--- config.mk ---
export PLATFORM = sky130hd
export DESIGN_NAME = wb_regfile
export DESIGN_NICKNAME = d
export VERILOG_FILES = /design/src/rtl/wb_regfile.sv
export SDC_FILE = /design/constraint.sdc
export NUM_CORES = 2
export LEC_CHECK = 0
export CORE_MARGIN = 2
export CORE_UTILIZATION = 60
export DETAILED_ROUTE_END_ITERATION = 7
export PLACE_DENSITY = 0.86
export SYNTH_ARGS = -nofsm -noshare
export SYNTH_HDL_FRONTEND = slang
export SYNTH_SLANG_ARGS = --single-unit
export TNS_END_PERCENT = 5
--- constraint.sdc ---
create_clock -name clk -period 7.4 [get_ports clk]
set_clock_uncertainty 0.15 [all_clocks]
set_input_delay 0.74 -clock clk [delete_from_list [all_inputs] [get_ports clk]]
set_output_delay 0.74 -clock clk [all_outputs]
set_load 0.01 [all_outputs]
--- src/rtl/wb_regfile.sv ---
// Writeback stage and architectural register file: selects the writeback value, commits it,
// serves two bypassed read ports, and keeps a registered record of retired writes for debug.
module wb_regfile #(
    parameter int DATA_W = 32,
    parameter int ADDR_W = 5
) (
    input  logic              clk,
    input  logic              rst,
    input  logic              reg_write_in,
    input  logic              mem_to_reg_in,
    input  logic [DATA_W-1:0] read_data_in,
    input  logic [DATA_W-1:0] alu_result_in,
    input  logic [ADDR_W-1:0] wb_dst_in,
    input  logic [ADDR_W-1:0] rs_addr,
    input  logic [ADDR_W-1:0] rt_addr,
    output logic [DATA_W-1:0] rs_data,
    output logic [DATA_W-1:0] rt_data,
    output logic [DATA_W-1:0] wb_data_out,
    output logic              last_wb_valid,
    output logic [ADDR_W-1:0] last_wb_dst,
    output logic [DATA_W-1:0] last_wb_data,
    output logic [31:0]       retire_count
);

    localparam int NUM_REGS = 2 ** ADDR_W;

    logic [DATA_W-1:0] regs_q [NUM_REGS];
    logic [DATA_W-1:0] regs_d [NUM_REGS];

    logic              last_wb_valid_q, last_wb_valid_d;
    logic [ADDR_W-1:0] last_wb_dst_q,   last_wb_dst_d;
    logic [DATA_W-1:0] last_wb_data_q,  last_wb_data_d;
    logic [31:0]       retire_count_q,  retire_count_d;

    logic commit;

    assign wb_data_out = mem_to_reg_in ? read_data_in : alu_result_in;

    // Writes to r0 and writes presented during reset never reach state or the bypass path.
    assign commit = reg_write_in & ~rst & (wb_dst_in != '0);

    // A read sees the value retiring this cycle so ID never picks up a stale operand.
    function automatic logic [DATA_W-1:0] read_port(input logic [ADDR_W-1:0] addr);
        if (addr == '0) begin
            return '0;
        end else if (commit && (wb_dst_in == addr)) begin
            return wb_data_out;
        end else begin
            return regs_q[addr];
        end
    endfunction

    always_comb begin
        rs_data = read_port(rs_addr);
        rt_data = read_port(rt_addr);
    end

    // NOTE: every always_comb output gets a default first, so no path leaves it unassigned and no latch is inferred.
    always_comb begin
        regs_d = regs_q;
        if (rst) begin
            for (int i = 0; i < NUM_REGS; i++) begin
                regs_d[i] = '0;
            end
        end else if (commit) begin
            regs_d[wb_dst_in] = wb_data_out;
        end
    end

    always_comb begin
        last_wb_valid_d = commit;
        last_wb_dst_d   = last_wb_dst_q;
        last_wb_data_d  = last_wb_data_q;
        retire_count_d  = retire_count_q;
        if (rst) begin
            last_wb_dst_d  = '0;
            last_wb_data_d = '0;
            retire_count_d = '0;
        end else if (commit) begin
            last_wb_dst_d  = wb_dst_in;
            last_wb_data_d = wb_data_out;
            retire_count_d = retire_count_q + 32'd1;
        end
    end

    // NOTE: the whole array is cleared on reset because software relies on registers reading zero after boot;
    // that is why the clear lives in regs_d rather than being left to an uninitialised RAM.
    always_ff @(posedge clk) begin
        regs_q <= regs_d;
    end

    // NOTE: sequential state uses non-blocking assignments so every flop samples pre-edge values.
    always_ff @(posedge clk) begin
        last_wb_valid_q <= last_wb_valid_d;
        last_wb_dst_q   <= last_wb_dst_d;
        last_wb_data_q  <= last_wb_data_d;
        retire_count_q  <= retire_count_d;
    end

    assign last_wb_valid = last_wb_valid_q;
    assign last_wb_dst   = last_wb_dst_q;
    assign last_wb_data  = last_wb_data_q;
    assign retire_count  = retire_count_q;

endmodule

==> impl_results.md <==
* Status: complete, no violations
* Synth Net Count at 5222
* Max Clk Rate at 151 MHz
* Async SR Flop Fraction at 0
* Fin area at around 61000 um^2
* Netlist Area Pre-Place at 54200 um^2
* Worst Path Arrival at around 5.7 ns
* CTS H-tree depth at 3
* CP required at roughly 6.5 ns
* Post-CTS setup buffers at 0
* I/O Buffers at around 250
* Initial antenna violation count at 6
* Placed cell count at roughly 6100
* DR iter-0 viols at 7384
* RSZ-0062 raised after global routing: no
* Core Box Area at 89700 um^2
* Die Y at a little over 300 um
* Synth warn at 0
* Final hold vios at 0
* Slew margin rel. at 0.115
* Final ANT Viol Nets at 0
* CP Launch Type: input pin
* Post-synth EDFFs at 0
* Worst-Margin Slew at between 1 and 1.5 ns
* Post-Syn Instances at 5138
* Post-route DRC violation count at 0
* CTS Sinks at 1094
* Post-CTS Hold Fix Bufs at 0
* Final Wtd Congestion at 0.857
* Slowest stage cell, crit path: o32ai_1
* Num CTS Buffers at 110
* Final Max Tran Viols at 0
* CTS Root Cell: clkbuf_16
* Post-route setup slack at 0.780 ns
* Place WS at 1.19 ns
* Avg Vias per Cell at 7.41
* Largest net degree at the start of global routing at 239
* Vias at between 40000 and 50000
* Max_cap viols at 0
* Worst path max stage delay at 0.98 ns
* Layout Nets at 5075
* Resize count post-CTS at 0
* CP endpoint kind: output pin
* Area grow syn2layout at 12.5%
* Layout cells sized above 1 at 0.193
* Synth Register Bits at 1094
* First-pass GRT wire length at about 270 mm
* CP max FO at 17
* Worst Setup Path Type: in -> out
* Grt ovf at 0
* # IOs at approximately 250
* CP most frequent cell: clkdlybuf4s50_1
* Syn_area_per_cell at between 10 and 15 um^2
* Most common cell after layout, fill and taps aside: dfxtp_1
* Post-synth top flop: dfxtp_1
* CP Cell Sequence: clkdlybuf4s50_1, or2_2, o21ai_2, inv_1, nand3_2, buf_4, nand2_1, o32ai_1, clkdlybuf4s50_1
* DR WL/cell at roughly 29 um
* Sequential cell area fraction in the yosys report at 0.404
* Fill cells at 5988
* Worst hold path type: reg -> reg
* Die ar. at 92700 um^2
* Number of library cell types mapped by synthesis at 66
* Area after detailed placement at 57000 um^2
* Row Count at 110
* Total GRT Usage at 0.380
* Vias in the first global route at 45600
* Final Instance Count excl. Fillers at about 6300
* CTS tree: built
* Final Critical Period at about 6.6 ns
* Clock transition at path regs at roughly 0.05 ns
* Maximum clock path buffer count at 3
* Post-DP HPWL at 101 mm
* Die W at 305 um
* Initial core utilization at 0.604
* Maximum VDD drop at between 200 and 250 uV
* Power density cells at 218 nW/um^2
* Tcrit/Tclk final at 0.895
* Routed WL at between 150 and 200 mm
* Setup TNS at 0 ns
* Most frequent cells in the layout: dfxtp_1, nor2_1, a211oi_1
* Lkg Pwr at 0.0194 uW
* Latest clock arrival within the worst-skew pair at a little under 0.7 ns
* Final Setup Violations at 0
* DRT Pass-1 Iters at 8
state kept, by name (all words and copies together) (netlist names):
register	cells
last_wb_valid	1
retire_count	32
last_wb_dst	5
regs_q	1024
last_wb_data	32
cell type report:
| cell class | count | area [um^2] | area share |
|---|---|---|---|
| Multi-Input combinational cell | 3385 | 30100 | 0.494 |
| Sequential cell | 1094 | 21900 | 0.359 |
| Timing Repair Buffer | 358 | 3420 | 0.0561 |
| Clock buffer | 160 | 3310 | 0.0544 |
| Tap cell | 1176 | 1470 | 0.0241 |
| Clock inverter | 45 | 606 | 0.00993 |
| Inverter | 42 | 158 | 0.00259 |
| Antenna cell | 3 | 7.51 | 0.000123 |
logic make-up after synthesis:
group / Yosys count / share of synthesized area
DFF: 1094 / 0.404
buffers and inverters: 659 / 0.0527
xor gates and xnor gates: 31 / 0.00501
AOI/OAI and AO/OA: 1223 / 0.168
muxes: 768 / 0.266
and+or+nand+nor: 1362 / 0.103
adders and majority gates: 1 / 0.000231
synth_stat cells (30+ instances only):
library cell | instances | share of area
nand3_1 | 43 | 0.0040
o22ai_1 | 30 | 0.0035
inv_1 | 41 | 0.0028
nand2_1 | 64 | 0.0044
nand4_1 | 32 | 0.0037
mux2i_1 | 178 | 0.033
nor2_1 | 1119 | 0.078
a21oi_1 | 32 | 0.0030
buf_2 | 131 | 0.012
a211oi_1 | 1024 | 0.14
mux2_2 | 57 | 0.012
buf_4 | 40 | 0.0055
nor2b_1 | 38 | 0.0044
dfxtp_1 | 1094 | 0.40
clkbuf_1 | 416 | 0.029
mux4_2 | 533 | 0.22
report_power, final:
part / switching, uW / internal, uW
clock network: 2450 / 3590
logic: 823 / 445
registers: 41.7 / 5950
total: 3320 / 9980
worst paths after layout:
kind                                                   start  slack (ns)  cells past startpoint                            end
worst min-delay path             last_wb_dst[4]$_SDFFE_PP0P_        0.31                      2    last_wb_dst[4]$_SDFFE_PP0P_
worst max-delay path                            wb_dst_in[0]        0.78                      9                     rs_data[0]
worst min register to register   last_wb_dst[4]$_SDFFE_PP0P_        0.31                      2    last_wb_dst[4]$_SDFFE_PP0P_
worst max register to register  retire_count[5]$_SDFFE_PP0P_        4.92                      5  retire_count[31]$_SDFFE_PP0P_
routing by layer:
| metal | share of wire | vias to the layer above | GRT usage |
|---|---|---|---|
| li1 | - | 19200 | - |
| met1 | 0.34 | 22300 | 0.471 |
| met2 | 0.44 | 3886 | 0.565 |
| met3 | 0.15 | 970 | 0.126 |
| met4 | 0.078 | 6 | 0.261 |
| met5 | 0.00015 | - | 0 |
metrics by stage:
| stage | hold slack (ns) | util | power (uW) |
|---|---|---|---|
| after global placement | 0.294 | 0.636 | 7310 |
| after floorplan | 0.283 | - | 6870 |
| after global routing | 0.331 | 0.679 | 13600 |
| after CTS | 0.307 | 0.679 | 13200 |
| after detailed placement | 0.299 | 0.636 | 7330 |
| final | 0.307 | 0.679 | 13300 |
worst max-delay path: cells and delay by family:
family          cells  cell delay, ns
compound gates      2            1.34
simple gates        3            1.75
buf+inv             4            1.89
Note: power is estimated with default switching activity, not from simulation.
